## config.mk

```make
export PLATFORM = sky130hd
export DESIGN_NAME = hilo_div_ctrl
export DESIGN_NICKNAME = d
export VERILOG_FILES = /design/src/rtl/hilo_div_ctrl_pkg.sv /design/src/rtl/hilo_div_ctrl.sv
export SDC_FILE = /design/constraint.sdc
export NUM_CORES = 1
export LEC_CHECK = 0
export ABC_AREA = 1
export CAP_MARGIN = 20
export CORE_ASPECT_RATIO = 0.6
export CORE_MARGIN = 8
export CORE_UTILIZATION = 45
export DETAILED_ROUTE_END_ITERATION = 12
export PLACE_DENSITY = 0.87
export SYNTH_ARGS = -nofsm -noshare
export SYNTH_HDL_FRONTEND = slang
export SYNTH_SLANG_ARGS = --single-unit
```

## constraint.sdc

```tcl
create_clock -name clock -period 2.92 [get_ports clock]
set_input_delay 0.438 -clock clock [delete_from_list [all_inputs] [get_ports clock]]
set_output_delay 0.438 -clock clock [all_outputs]
set_load 0.02 [all_outputs]
```

## src/rtl/hilo_div_ctrl_pkg.sv

```systemverilog
// Shared encodings for the HI/LO divide sequencer: op codes and FSM states.
package hilo_div_ctrl_pkg;

    typedef enum logic [2:0] {
        OP_NOP  = 3'd0,
        OP_DIV  = 3'd1,
        OP_DIVU = 3'd2,
        OP_MTHI = 3'd3,
        OP_MTLO = 3'd4,
        OP_MFHI = 3'd5,
        OP_MFLO = 3'd6,
        OP_RSVD = 3'd7
    } op_e;

    typedef enum logic [1:0] {
        S_IDLE  = 2'd0,
        S_ISSUE = 2'd1,
        S_WAIT  = 2'd2
    } state_e;

    function automatic logic is_div_op(input op_e op);
        return (op == OP_DIV) || (op == OP_DIVU);
    endfunction

endpackage

```

## src/rtl/hilo_div_ctrl.sv

```systemverilog
// Sequencer between EX and an external divider: issues the start pulse, waits a
// fixed latency, captures q->LO / r->HI, and serves MTHI/MTLO/MFHI/MFLO.
//
// state   | meaning
// S_IDLE  | ready; accepts any op, MT writes and MF reads served here
// S_ISSUE | div_start pulsed, latency counter loaded
// S_WAIT  | counting down; capture q/r into LO/HI when counter reaches 0
module hilo_div_ctrl
    import hilo_div_ctrl_pkg::*;
#(
    parameter int DIV_LATENCY = 1,
    parameter int WIDTH       = 32
) (
    input  logic             clock,
    input  logic             reset,
    input  logic             op_valid,
    input  logic [2:0]       op_code,
    input  logic [WIDTH-1:0] rs_data,
    input  logic [WIDTH-1:0] rt_data,
    output logic [WIDTH-1:0] rdata,
    output logic             stall,
    output logic             busy,
    output logic             done,
    output logic             div_zero,
    output logic             div_start,
    output logic             div_signed,
    output logic [WIDTH-1:0] div_dividend,
    output logic [WIDTH-1:0] div_divisor,
    input  logic [WIDTH-1:0] div_q,
    input  logic [WIDTH-1:0] div_r
);

    localparam int CNT_W = $clog2(DIV_LATENCY + 1);

    state_e           state;
    state_e           state_nxt;
    logic [CNT_W-1:0] cnt;
    logic [WIDTH-1:0] hi;
    logic [WIDTH-1:0] lo;
    op_e              op;
    logic             accept;
    logic             div_req;
    logic             rt_zero;
    logic             div_go;
    logic             cnt_zero;

    assign op       = op_e'(op_code);
    assign accept   = op_valid && (state == S_IDLE);
    assign div_req  = accept && is_div_op(op);
    assign rt_zero  = (rt_data == '0);
    assign div_go   = div_req && !rt_zero;
    assign cnt_zero = (cnt == '0);

    always_ff @(posedge clock) begin
        if (reset) begin
            state <= S_IDLE;
        end else begin
            state <= state_nxt;
        end
    end

    always_comb begin
        state_nxt = state;
        case (state)
            S_IDLE:  if (div_go) state_nxt = S_ISSUE;
            S_ISSUE: state_nxt = S_WAIT;
            S_WAIT:  if (cnt_zero) state_nxt = S_IDLE;
            default: state_nxt = S_IDLE;
        endcase
    end

    // Pulses are masked by reset so an abort in ISSUE/WAIT never leaks a start or done.
    always_comb begin
        busy      = (state != S_IDLE);
        div_start = (state == S_ISSUE) && !reset;
        done      = (state == S_WAIT) && cnt_zero && !reset;
        stall     = op_valid && busy;
        rdata     = '0;
        if (accept && (op == OP_MFHI)) rdata = hi;
        if (accept && (op == OP_MFLO)) rdata = lo;
    end

    always_ff @(posedge clock) begin
        if (reset) begin
            cnt <= '0;
        end else if (state == S_ISSUE) begin
            cnt <= CNT_W'(DIV_LATENCY - 1);
        end else if ((state == S_WAIT) && !cnt_zero) begin
            cnt <= cnt - CNT_W'(1);
        end
    end

    // Operands stay frozen from accept until the next accepted divide.
    always_ff @(posedge clock) begin
        if (reset) begin
            div_dividend <= '0;
            div_divisor  <= '0;
            div_signed   <= 1'b0;
        end else if (div_go) begin
            div_dividend <= rs_data;
            div_divisor  <= rt_data;
            div_signed   <= (op == OP_DIV);
        end
    end

    always_ff @(posedge clock) begin
        if (reset) begin
            div_zero <= 1'b0;
        end else begin
            div_zero <= div_req && rt_zero;
        end
    end

    always_ff @(posedge clock) begin
        if (reset) begin
            hi <= '0;
            lo <= '0;
        end else if (done) begin
            lo <= div_q;
            hi <= div_r;
        end else if (accept) begin
            if (op == OP_MTHI) hi <= rs_data;
            if (op == OP_MTLO) lo <= rs_data;
        end
    end

endmodule

```

Yosys cells after proc, flatten, opt, wreduce, memory -nomap -nowiden
Index checks and enable logic that the tools add are counted.
{ "classes": {"add_sub_neg": 1, "mul": 0, "n_div": 0, "magnitude_cmp": 0, "n_eq_ne": 10, "shifts": 0, "muxes": 11, "bitwise_logic": 1, "n_reduce_logical": 24} }
{ "ops": {"columns": ["cell", "n"], "rows": [
  ["32-bit 2-to-1 mux", 8],
  ["32-bit zero test", 1],
  ["1-bit logical AND", 11],
  ["3-bit == test (second input constant)", 3],
  ["2-bit nonzero test", 4],
  ["3-bit by 2-bit == test with 1-bit output (second input constant)", 2],
  ["2-bit one-hot mux with 3 select lines", 1],
  ["2-bit AND reduction", 3],
  ["2-bit 2-to-1 mux", 2],
  ["2-bit inequality test (second input constant)", 2],
  ["3-bit by 1-bit == test with 1-bit output (second input constant)", 1],
  ["2-bit by 1-bit == test with 1-bit output (second input constant)", 1],
  ["2-bit == test (second input constant)", 1],
  ["1-bit zero test", 2],
  ["2-bit zero test", 1],
  ["2-bit OR reduction", 1],
  ["1-bit logical OR", 1],
  ["1-bit inverter", 1],
  ["1-bit subtractor (second input constant)", 1]
]} }
{ "totals": {"register_bits": 133, "latchBits": 0, "ram_bits": 0, "rom_bits": 0, "output_inout_bits": 102, "elab_cells": 55, "mem_count": 0} }

Longest topological paths before layout
Gate-level depths: netlist of the first run.
{ "depth": {"ltp_word": 6, "depth_mapped": 11, "depth_no_buf": 9} }

Worst setup path before layout of the first run
OpenSTA, ideal clock, no wires.
{ "synth_path": {"kind": "register to output", "start": "register state[1]", "end": "output rdata[10]", "arrival_ps": 1345, "t_required_ps": 2482, "setup_slack_ps": 1137, "path_stages_with_launch": 7, "path_buffers": 1, "path_cell_list": "dfxtp_1 nor2_2 nand2_2 inv_1 nand3_1 clkbuf_1 o22ai_1"} }
{ "synth_via": {"elab_chain_len": 5, "word_cells_on_any_way": 6, "classes_between": "mux: 2; reduce/logical: 4"} }
{ "synth_lines": {"columns": ["element", "line", "text"], "rows": [
  ["from (decl)", "hilo_div_ctrl.sv:35", "state_e state;"],
  ["from (signal assigned)", "hilo_div_ctrl.sv:58", "state <= state_nxt;"],
  ["2-bit zero test *", "hilo_div_ctrl.sv:48", "assign accept = op_valid && (state == S_IDLE);"],
  ["1-bit logical AND *", "hilo_div_ctrl.sv:48", null],
  ["1-bit logical AND", "hilo_div_ctrl.sv:79", "if (accept && (op == OP_MFHI)) rdata = hi;"],
  ["32-bit 2-to-1 mux", "hilo_div_ctrl.sv:79", null],
  ["32-bit 2-to-1 mux *", "hilo_div_ctrl.sv:80", "if (accept && (op == OP_MFLO)) rdata = lo;"],
  ["to (decl)", "hilo_div_ctrl.sv:20", "output logic [WIDTH-1:0] rdata,"]
]} }
Every way passes the cells marked *; elsewhere a longest branch is shown, timed or not.

Worst setup path after layout of the first run
{ "layout_path": {"start": "input op_code[0]", "end": "output rdata[26]"} }
{ "layout_via": {"elab_chain_len": 4, "word_cells_on_any_way": 6, "classes_between": "eq/ne: 2; mux: 2; reduce/logical: 2"} }
{ "layout_lines": {"columns": ["element", "line", "text"], "rows": [
  ["from (decl)", "hilo_div_ctrl.sv:17", "input logic [2:0] op_code,"],
  ["3-bit == test", "hilo_div_ctrl.sv:79", null],
  ["1-bit logical AND", "hilo_div_ctrl.sv:79", null],
  ["32-bit 2-to-1 mux", "hilo_div_ctrl.sv:79", null],
  ["32-bit 2-to-1 mux *", "hilo_div_ctrl.sv:80", null]
]} }
Marks and branches as above.

==> results of run 1 <==
worst paths after layout:
kind	slack [ns]	start	endpoint	depth (start not counted)
max	0.13	op_code[0]	rdata[26]	7
min	0.48	div_divisor[18]	div_divisor[18]	2
max reg2reg	0.77	state[1]	lo[0]	9
min reg2reg	0.48	div_divisor[18]	div_divisor[18]	2
through the flow:
stage                     area (um^2)  utilization (%)  instances
final                            9390             68.9       1369
after global routing             9390             68.9       1369
after CTS                        9390             68.9       1369
after detailed placement         8750             64.2       1337
after global placement           8750             64.2       1337
after floorplan                  6250                -        970
power breakdown:
group          internal (mW)  switching [mW]
registers               1.89          0.0413
clock network           1.50           0.810
logic                  0.346           0.343
synthesized netlist by cell type, drive strengths merged:
cell / number / area share (%)
a21oi: 1 / 0.080
nand2: 237 / 14
nor3: 1 / 0.16
o22ai: 32 / 3.2
nor2: 180 / 11
clkbuf: 34 / 2.0
inv: 144 / 8.7
a31oi: 64 / 6.4
clkinv: 1 / 0.060
nand3: 90 / 7.2
nor4: 1 / 0.10
buf: 30 / 2.5
o21ai: 22 / 1.8
dfxtp: 133 / 43
area by class of cell:
type	count	area share, %
clock buffer	21	5.01
sequential	133	28.4
timing repair buffer	256	26.9
inverter	145	5.80
multi-input combinational	628	29.7
clock inverter	11	1.84
tap	175	2.33
critical path: stages:
cell             delay [ns]
clkdlybuf4s50_1        0.52
inv_1                  0.07
nor2_1                 0.16
nand3_1                0.13
buf_4                  0.23
o22ai_1                0.16
clkdlybuf4s50_1        0.64
routing by layer:
metal	share of wire, %	global-route usage, %	vias up
met5	0.044	0	-
met3	12	9.45	32
met1	42	30.7	3207
met4	1.6	7.99	2
li1	-	-	3469
met2	44	40.0	365
cell families after synthesis:
logic type      Yosys count
compound gates          119
buf+inv                 209
flops                   133
simple gates            509
state kept, by name, indices dropped and copies added (netlist names):
signal and count:
cnt 1, div_dividend 32, div_divisor 32, div_signed 1
div_zero 1, hi 32, lo 32, state 2
==> impl_metrics.ini, run 1 <==
[run_status]
status = completed

[worst_hold_path]
hold_path.class = reg2reg

[synth]
yosysSeqAreaShare_pct = 42.6
synth-xor-area-share_pct = 0
synthCells = 970
syn_avg_cell_area_um2 = 6.44
syn_area_um2 = 6250
synth-simple-area-share_pct = 32.7
synth.area.mux_share_pct = 0
ys_types = 20
synth_compound_area_share_pct = 11.5
synth_top_family_by_area = simple AND/OR/NAND/NOR gates
synthAdderAreaFrac_pct = 0
yosys_warnings = 0
synth_nets = 1104
ys_ff_latch = 133

[clocking]
cts_resized = 0
clk_pin_slew_ns = 0.05
hold_buffers = 0
clk_root_buffer_cell = clkbuf_16
cts_setup_buffers = 0
ctsLongestPathBuffers = 2
cts_tree = built
cts.sinks = 133
numCtsBuffers = 17
cts.htree.levels = 4
clkLatencyLatePin_ns = 0.41

[timing]
setup_ws_ns = 0.128
rsz0062_at_grt = no
tns_ns = 0
hold_viol = 0
fin_skew_ns = 0.0103
fmax_mhz = 358
finalCritPeriodShare_pct = 95.6
worstMarginPinSlew_ns = 0.913
relSlewSlack_pct = 39.1
slew_viol_final = 0
period_minus_slack_ns = 2.79
setup-violations-final = 0
timing.hold.ws_ns = 0.477

[die]
dieHeight_um = 107
die_x_um = 168
num_rows = 33
dieArea_um2 = 18000
ios = 236
initial_core_util_pct = 45.8
core_area_um2 = 13600

[cells_and_area]
area_delta_synth_final_pct = 50.3
seqCellArea_um2 = 2660
antenna_cells = 0
nets = 1315
drive_gt1_share_pct = 5.53
num-fill-cells = 1133
multi_input_area_um2 = 2790
final_cell_mix = 235 x nand2_1, 234 x clkdlybuf4s50_1, 174 x nor2_1
layout_commonest_cell = nand2_1

[placed_design]
place_ws_ns = 0.125
hpwl_mm = 16.2
finalWeightedCongestion = 0.875
portBuffers = 235

[routing]
drtIter0Drc = 672
vias = 7075
drt_wl_total_mm = 23.0
drc = 0
vias_per_cell = 5.17
ant_nets = 0
first_pass_iters = 5
wl_per_cell_um = 16.8

[global_routing]
grt_first_pass_wirelength_mm = 35.9
grt_max_degree = 87
grt_pass1_vias = 6838
grt.overflow.total = 0
antenna_found_initial = 1
grt_usage_pct = 25.0

[critical_path]
worstSetupStartpointType = input pin
crit_type = in2out
end_kind = output pin
required_ns = 2.48
worstPathArrival_ns = 2.35
worst-path-max-fanout = 18

[pwr]
power_density_nw_per_um2 = 526
power_mw = 4.94
vdd_drop_max_mv = 0.385
p_leak_nw = 3.69

[flow_run]
drv_cap = 0
Note: power is estimated with default switching activity, not from simulation.
==> run 2, diff against run 1 <==
--- a/config.mk
+++ b/config.mk
@@ -12,6 +12,7 @@
 export CORE_UTILIZATION = 45
 export DETAILED_ROUTE_END_ITERATION = 12
 export PLACE_DENSITY = 0.87
+export SKIP_LAST_GASP = 1
 export SYNTH_ARGS = -nofsm -noshare
 export SYNTH_HDL_FRONTEND = slang
 export SYNTH_SLANG_ARGS = --single-unit
==> results of run 2 <==
No change in the layout: final DEF, timing and power equal those of run 1.
==> run 3, diff against run 2 <==
--- a/config.mk
+++ b/config.mk
@@ -6,7 +6,6 @@
 export NUM_CORES = 1
 export LEC_CHECK = 0
 export ABC_AREA = 1
-export CAP_MARGIN = 20
 export CORE_ASPECT_RATIO = 0.6
 export CORE_MARGIN = 8
 export CORE_UTILIZATION = 45
==> results of run 3 <==
No change in the layout: final DEF, timing and power equal those of run 1.
